--- config.mk ---
export PLATFORM = sky130hd
export DESIGN_NAME = fetch_ctrl
export DESIGN_NICKNAME = d
export VERILOG_FILES = /design/src/rtl/fetch_pkg.sv /design/src/rtl/pc_incr.sv /design/src/rtl/fetch_ctrl.sv
export SDC_FILE = /design/constraint.sdc
export NUM_CORES = 1
export LEC_CHECK = 0
export ABC_AREA = 1
export BUFFER_PORTS_ARGS = -buffer_cell sky130_fd_sc_hd__buf_2
export CAP_MARGIN = 20
export CORE_MARGIN = 2
export CORE_UTILIZATION = 47
export DETAILED_ROUTE_END_ITERATION = 7
export PLACE_DENSITY = 0.81
export SLEW_MARGIN = 10
export SYNTH_ARGS = -nofsm -noshare
export SYNTH_HDL_FRONTEND = slang
export SYNTH_SLANG_ARGS = --single-unit
--- constraint.sdc ---
create_clock -name clk -period 1.7 [get_ports clk]
set_input_delay 0 -clock clk [delete_from_list [all_inputs] [get_ports clk]]
set_output_delay 0 -clock clk [all_outputs]
set_load 0.1 [all_outputs]
--- src/rtl/fetch_pkg.sv ---
// fetch_pkg: shared constants for the instruction-fetch controller.
// State encoding, instruction size and the canonical NOP word.
package fetch_pkg;

   localparam logic [2:0] S_BOOT  = 3'd0;
   localparam logic [2:0] S_REQ   = 3'd1;
   localparam logic [2:0] S_WAIT  = 3'd2;
   localparam logic [2:0] S_HOLD  = 3'd3;
   localparam logic [2:0] S_DROP  = 3'd4;
   localparam logic [2:0] S_FAULT = 3'd5;

   localparam int unsigned INSTR_BYTES = 4;

   localparam logic [31:0] NOP = 32'h0000_0013;

endpackage

--- src/rtl/pc_incr.sv ---
// pc_incr: sequential next-PC adder (pc + INSTR_BYTES).
// Wraps silently at 2^XLEN; shared with the branch unit.
module pc_incr
   import fetch_pkg::*;
#(
   parameter int XLEN = 32
) (
   input  logic [XLEN-1:0] pc_i,
   output logic [XLEN-1:0] pc_o
);

   // plain modular add of one instruction width
   always_comb begin
      pc_o = pc_i + XLEN'(INSTR_BYTES);
   end

endmodule

--- src/rtl/fetch_ctrl.sv ---
// fetch_ctrl: single-outstanding instruction fetch FSM with
// a one-entry decode buffer; stalls the PC by echoing pc.
module fetch_ctrl
   import fetch_pkg::*;
#(
   parameter int              XLEN     = 32,
   parameter logic [XLEN-1:0] RESET_PC = '0
) (
   input  logic            clk,
   input  logic            rst,
   input  logic [XLEN-1:0] pc,
   output logic [XLEN-1:0] pc_next,
   output logic            imem_req_valid,
   input  logic            imem_req_ready,
   output logic [XLEN-1:0] imem_req_addr,
   input  logic            imem_rsp_valid,
   input  logic [31:0]     imem_rsp_data,
   input  logic            redirect_valid,
   input  logic [XLEN-1:0] redirect_target,
   output logic            instr_valid,
   output logic [31:0]     instr,
   output logic [XLEN-1:0] instr_pc,
   input  logic            instr_ready,
   output logic            misaligned_fault
);

   logic [2:0]      state_q, state_d;
   logic [31:0]     instr_q, instr_d;
   logic [XLEN-1:0] ipc_q, ipc_d;
   logic [XLEN-1:0] pc_plus;
   logic            misal;
   logic            hs;

   pc_incr #(.XLEN(XLEN)) u_incr (
      .pc_i (pc),
      .pc_o (pc_plus)
   );

   assign misal = |pc[1:0];
   assign hs    = imem_req_valid & imem_req_ready;

   // a misaligned PC never reaches memory
   assign imem_req_valid   = (state_q == S_REQ) & ~misal;
   assign imem_req_addr    = pc;
   assign instr_valid      = (state_q == S_HOLD);
   assign misaligned_fault = (state_q == S_FAULT);
   assign instr            = instr_q;
   assign instr_pc         = ipc_q;

   // next state, PC steering and buffer capture
   always_comb begin
      state_d = state_q;
      pc_next = pc;
      instr_d = instr_q;
      ipc_d   = ipc_q;
      unique case (state_q)
         S_BOOT: begin
            pc_next = RESET_PC;
            state_d = S_REQ;
         end
         S_REQ: begin
            if (redirect_valid) begin
               pc_next = redirect_target;
               state_d = hs ? S_DROP : S_REQ;
            end else if (misal) begin
               state_d = S_FAULT;
            end else if (hs) begin
               state_d = S_WAIT;
            end
         end
         S_WAIT: begin
            if (redirect_valid) begin
               pc_next = redirect_target;
               state_d = imem_rsp_valid ? S_REQ : S_DROP;
            end else if (imem_rsp_valid) begin
               instr_d = imem_rsp_data;
               ipc_d   = pc;
               state_d = S_HOLD;
            end
         end
         S_HOLD: begin
            if (redirect_valid) begin
               pc_next = redirect_target;
               state_d = S_REQ;
            end else if (instr_ready) begin
               pc_next = pc_plus;
               state_d = S_REQ;
            end
         end
         S_DROP: begin
            if (redirect_valid) begin
               pc_next = redirect_target;
            end else if (imem_rsp_valid) begin
               state_d = S_REQ;
            end
         end
         S_FAULT: begin
            if (redirect_valid) begin
               pc_next = redirect_target;
               state_d = S_REQ;
            end
         end
         default: begin
            state_d = S_BOOT;
         end
      endcase
   end

   // state and instruction buffer registers
   always_ff @(posedge clk or negedge rst) begin
      if (!rst) begin
         state_q <= S_BOOT;
         instr_q <= '0;
         ipc_q   <= '0;
      end else begin
         state_q <= state_d;
         instr_q <= instr_d;
         ipc_q   <= ipc_d;
      end
   end

endmodule

# --- Word level (Yosys, flattened, before mapping) ---
# Index checks and enable logic that the tools add are counted.
totals:
  register_bits: 67
  wordCells: 41
op_classes:
  addsub: 1
  eq_ne: 11
  mux: 17
  bitwise_logic: 4
  reduce_logical: 5
ops:
  columns: ["op", "count"]
  rows:
  - ["two-way mux 32 bit", 3]
  - ["case mux 32 bit (3 select lines)", 1]
  - ["two-way mux 3 bit", 12]
  - ["adder 32 x 3 -> 32 bit (second input constant)", 1]
  - ["case mux 3 bit (6 select lines)", 1]
  - ["== test 3 x 2 -> 1 bit (second input constant)", 2]
  - ["== test 3 bit (second input constant)", 2]
  - ["inequality test 2 bit (second input constant)", 3]
  - ["AND reduction 6 bit", 1]
  - ["inequality test 4 bit (second input constant)", 1]
  - ["OR reduction 4 bit", 1]
  - ["== test 3 x 1 -> 1 bit (second input constant)", 1]
  - ["logical NOT 3 bit", 1]
  - ["inequality test 3 x 2 -> 1 bit (second input constant)", 1]
  - ["inequality test 3 bit (second input constant)", 1]
  - ["AND reduction 3 bit", 1]
  - ["bitwise AND 1 bit", 2]
  - ["NOT 1 bit", 2]
  - ["OR reduction 2 bit", 1]

# --- Longest topological paths before layout ---
depth:
  word_depth: 8
  mapped_depth: 11
  mapped_depth_nobuf: 11

# --- Cells and area by module ---
# From an unflattened synthesis, not the netlist that was laid out.
hier_totals:
  hier_cells: 858
  area_unflattened_um2: 5429.0
modules_own_cells:
  columns: ["module", "n_inst", "cells_per_inst", "area_per_inst_um2", "seq_area_each_um2"]
  rows:
  - ["fetch_ctrl", 1, 681, 4519.3, 1676.6]
  - ["pc_incr", 1, 177, 909.6, 0.0]

# --- Worst setup path before layout ---
# Ideal clock, no wire load.
synth_path:
  kind: "register to output"
  start: "register state_q[0]"
  end: "output port pc_next[0]"
  arrival_ps: 2406
  required_time_ps: 1700
  setup_slack_ps: -706
  path_stages_with_launch: 8
  n_path_buf: 0
  path_cell_list: "dfrtp_1 inv_1 nand3_1 nand3_4 inv_2 nand2_1 inv_1 o22ai_1"
synth_between:
  elab_chain_cells: 3
  elab_cells_between_ends: 8
synth_lines:
  columns: ["element", "line_no", "text"]
  rows:
  - ["start, declared", "fetch_ctrl.sv:27", "logic [2:0] state_q, state_d;"]
  - ["start signal, assigned", "fetch_ctrl.sv:116", "state_q <= state_d;"]
  - ["== test 3 bit (tied with other cells)", "fetch_ctrl.sv:56", "unique case (state_q)"]
  - ["OR reduction 4 bit (no source line)", null, null]
  - ["case mux 32 bit (3 select lines) (*)", "fetch_ctrl.sv:56", null]
  - ["end, declared", "fetch_ctrl.sv:12", "output logic [XLEN-1:0] pc_next,"]
# Mark *: on every way between the ends. The rest lies on a longest branch, timed or not.

# --- Worst setup path in the final report ---
layout_path:
  start: "register state_q[1]"
  end: "output port pc_next[5]"
# Same word-level chain as after synthesis.

==> results.py <==
metrics = {
    "synthesis": {
        "syn_nets": 773,
        "synth_ff_type": "dfrtp_1",
        "synth_area_per_cell_um2": 7.227,
        "synthAdderAreaFrac_pct": 0.2584,
        "synth_cell_types": 38,
        "synth-compound-area-share_pct": 9.483,
        "synth-seq-area-share_pct": 34.63,
        "synth-edff-count": 0,
        "synthMuxAreaShare_pct": 10.23,
        "yosys.area_share.simple_pct": 31.24,
        "synth_top_family_by_area": "simple AND/OR/NAND/NOR gates",
        "netlist_area_um2": 4842,
        "synth_warnings": 0,
        "synthXorXnorAreaFrac_pct": 1.809,
        "synthArstFlopShare_pct": 100.0,
        "synth_seq_cells": 67,
        "postSynthCellCount": 670,
    },
    "cts": {
        "tritoncts": "done",
        "clock_sinks": 67,
        "clk_pin_slew_ns": 0.08,
        "htree_num_levels": 3,
        "cts-root-buf": "clkbuf_8",
        "cts_buffer_depth": 2,
        "numCtsBuffers": 9,
        "clk_latency_ns": 0.33,
    },
    "placement": {
        "gp_congestion": 0.9512,
        "dp_hpwl_um": 11860,
        "pre_cts_ws_ns": 0.09468,
        "io_buffers": 232,
    },
    "timing": {
        "final_max_slew_viol_count": 0,
        "clock_skew_ns": 0.007753,
        "worstMarginPinSlew_ns": 0.5249,
        "final-setup-viol-count": 24,
        "finalHoldViolCount": 0,
        "period_needed_ns": 1.841,
        "rsz0062_at_grt": "true",
        "layout_setup_ws_ns": -0.1415,
        "post-route-period-util_pct": 108.3,
        "fmax_mhz": 543.0,
        "max-slew-margin-rel_pct": 65.25,
    },
    "grt": {
        "grt_pass1_wl_um": 26320,
        "grt_pass1_vias": 5368,
        "grt_start_max_net_pins": 68,
        "antenna_found_initial": 0,
        "grt_usage_pct": 29.36,
        "grt-ovfl-total": 0,
    },
    "routing": {
        "post_drt_via_cell_ratio": 5.126,
        "vias": 5475,
        "ant_nets": 0,
        "drtPass1Iterations": 5,
        "drt_iter0_drc": 451,
        "wl_um": 16760,
        "wire_per_inst_um": 15.69,
        "drc_errors": 0,
    },
    "worst_hold_path": {
        "holdPathStages": 3,
        "hold_path.class": "primary input to flip-flop",
        "min_to": "instr_pc[10]$_DFFE_PN0P_",
        "min-delay-start": "pc[10]",
    },
    "cells_and_area": {
        "areaGrowthSynthToFinish_pct": 55.45,
        "drive_above_1_share_pct": 41.95,
        "layout_commonest_cell": "buf_2",
        "layout_common_cells": "198 x buf_2, 190 x nand2_1, 72 x nor2_1",
        "fin_nets": 1030,
        "antennaDiodeCount": 0,
    },
    "power_and_ir_drop": {
        "ir_worst_vdd_v": 0.001513,
        "power_density_nw_per_um2": 1786,
        "p_leak_nw": 4.138,
        "finalPower_w": 0.01344,
    },
    "floorplan": {
        "core-area_um2": 10180,
        "die_h_um": 105.5,
        "rows": 37,
        "pin_count": 233,
        "die_w_um": 105.5,
        "die-area_um2": 11130,
        "start_util_pct": 47.54,
    },
    "critical_path": {
        "slowest_stage": "dfrtp_2",
        "r2r-end": "instr[31]$_DFFE_PN0P_",
        "startpoint_type": "flip-flop",
        "crit_chain": "buf_4 -> nand2_1 -> inv_2 -> a21oi_4 -> nand2_1 -> a22o_4 -> buf_12",
        "critPathMostFrequentCell": "nand2_1",
        "cp_slowest_stage_delay_ns": 0.47,
        "startpoint": "state_q[1]$_DFFE_PN0P_",
        "arrival_ns": 1.84,
        "ff2ff_setup_slack_ns": 0.02,
        "worstSetupPathType": "flip-flop to output port",
        "critPathMaxFanout": 5,
        "cp.required_ns": 1.70,
        "end_kind": "output port",
        "timing.rr.start": "state_q[2]$_DFFE_PN0P_",
        "reg2reg_depth": 7,
    },
    "run": {
        "max_cap_violations": 0,
    },
    "status": {
        "outcome": "finished with violations",
        "violations": "negative setup slack",
    },
}
power by group:
group / switching (W) / leakage [nW] / internal (W)
clock network: 0.000652 / 0.0779 / 0.000533
registers: 0.000232 / 0.903 / 0.00194
logic: 0.00732 / 3.16 / 0.00277
synthesized netlist by cell type (2+ instances only):
| cell | number | share of area [%] |
|---|---|---|
| nor2_2 | 3 | 0.39 |
| a21oi_1 | 20 | 2.1 |
| nand2_1 | 196 | 15 |
| inv_2 | 8 | 0.62 |
| buf_2 | 10 | 1.0 |
| o22ai_1 | 4 | 0.52 |
| nand3_1 | 65 | 6.7 |
| o211ai_1 | 6 | 0.93 |
| buf_6 | 4 | 0.93 |
| o21ai_0 | 38 | 3.9 |
| or2_1 | 4 | 0.52 |
| nor3_1 | 2 | 0.21 |
| nand3_4 | 2 | 0.72 |
| mux2_2 | 12 | 2.8 |
| buf_4 | 32 | 5.0 |
| a22o_1 | 2 | 0.36 |
| inv_1 | 50 | 3.9 |
| nor2_1 | 73 | 5.7 |
| xor2_1 | 10 | 1.8 |
| mux2_4 | 24 | 7.4 |
| o21ai_1 | 8 | 0.83 |
| clkbuf_1 | 11 | 0.85 |
| dfrtp_1 | 67 | 35 |
| nand2_2 | 2 | 0.26 |
| nand4_1 | 4 | 0.52 |
routing by layer:
layer / vias up / track usage, % / wire length (um)
li1: 2649 / - / -
met1: 2508 / 36.84 / 6607
met2: 285 / 50.23 / 8285
met3: 33 / 6.122 / 1497
met4: 0 / 10.06 / 370
met5: - / 0 / 0
sequential cells by signal, summed over array words and instances, names as in the netlist:
name      cells
instr_pc     32
instr        32
state_q       3
worst max-delay path, delay by kind of cell, from the launching register on:
family / cells / cell delay (ns)
flip-flops: 1 / 0.47
AND/OR/NAND/NOR: 2 / 0.21
buffers and inverters: 3 / 0.40
AO/OA/AOI/OAI: 2 / 0.43
worst max-delay path by stage:
| stage | slack (ns) | cells past startpoint | end |
|---|---|---|---|
| finish | -0.14 | 7 | pc_next[5] |
| CTS | -0.09 | 9 | pc_next[4] |
| detailed placement | 0.09 | 7 | pc_next[4] |
| global placement | 0.12 | 11 | pc_next[20] |
| floorplan | -0.16 | 3 | misaligned_fault |
| global route | -0.17 | 7 | pc_next[4] |
cell families after synthesis:
logic type,Yosys count
AO/OA/AOI/OAI,83
buffers and inverters,116
XOR/XNOR,10
flip-flops,67
AND/OR/NAND/NOR,357
multiplexers,36
adder cells (fa/ha/maj),1
cell type report:
cell class	count	area, um^2
Multi-Input combinational cell	487	2818
Fill cell	772	2658
Timing Repair Buffer	304	2452
Sequential cell	67	1679
Inverter	58	231.5
Tap cell	136	170.2
Clock buffer	9	123.9
Clock inverter	7	52.55
stage by stage:
step                      std cells  area, um^2  hold WS (ns)  TNS (ns)  util (%)
after floorplan                 670        5006       -0.2956   -0.2228         -
after global placement          999        6690       0.03757         0     65.69
after detailed placement        999        6690       0.03956         0     65.69
after CTS                      1060        7377     0.0009646   -0.7752     72.43
after global routing           1068        7527       0.02211    -3.310     73.91
final                          1068        7527       0.01971    -1.335     73.91
repair_timing:
action,4_1_cts,5_1_grt
resized for setup,25,9
setup buffers,9,5
pin swaps,9,4
endpoints found under the hold margin,103,0
gates cloned,0,3
setup endpoints to repair,32,64
hold buffers,37,0
No activity file was read; power rests on OpenSTA's default activity.
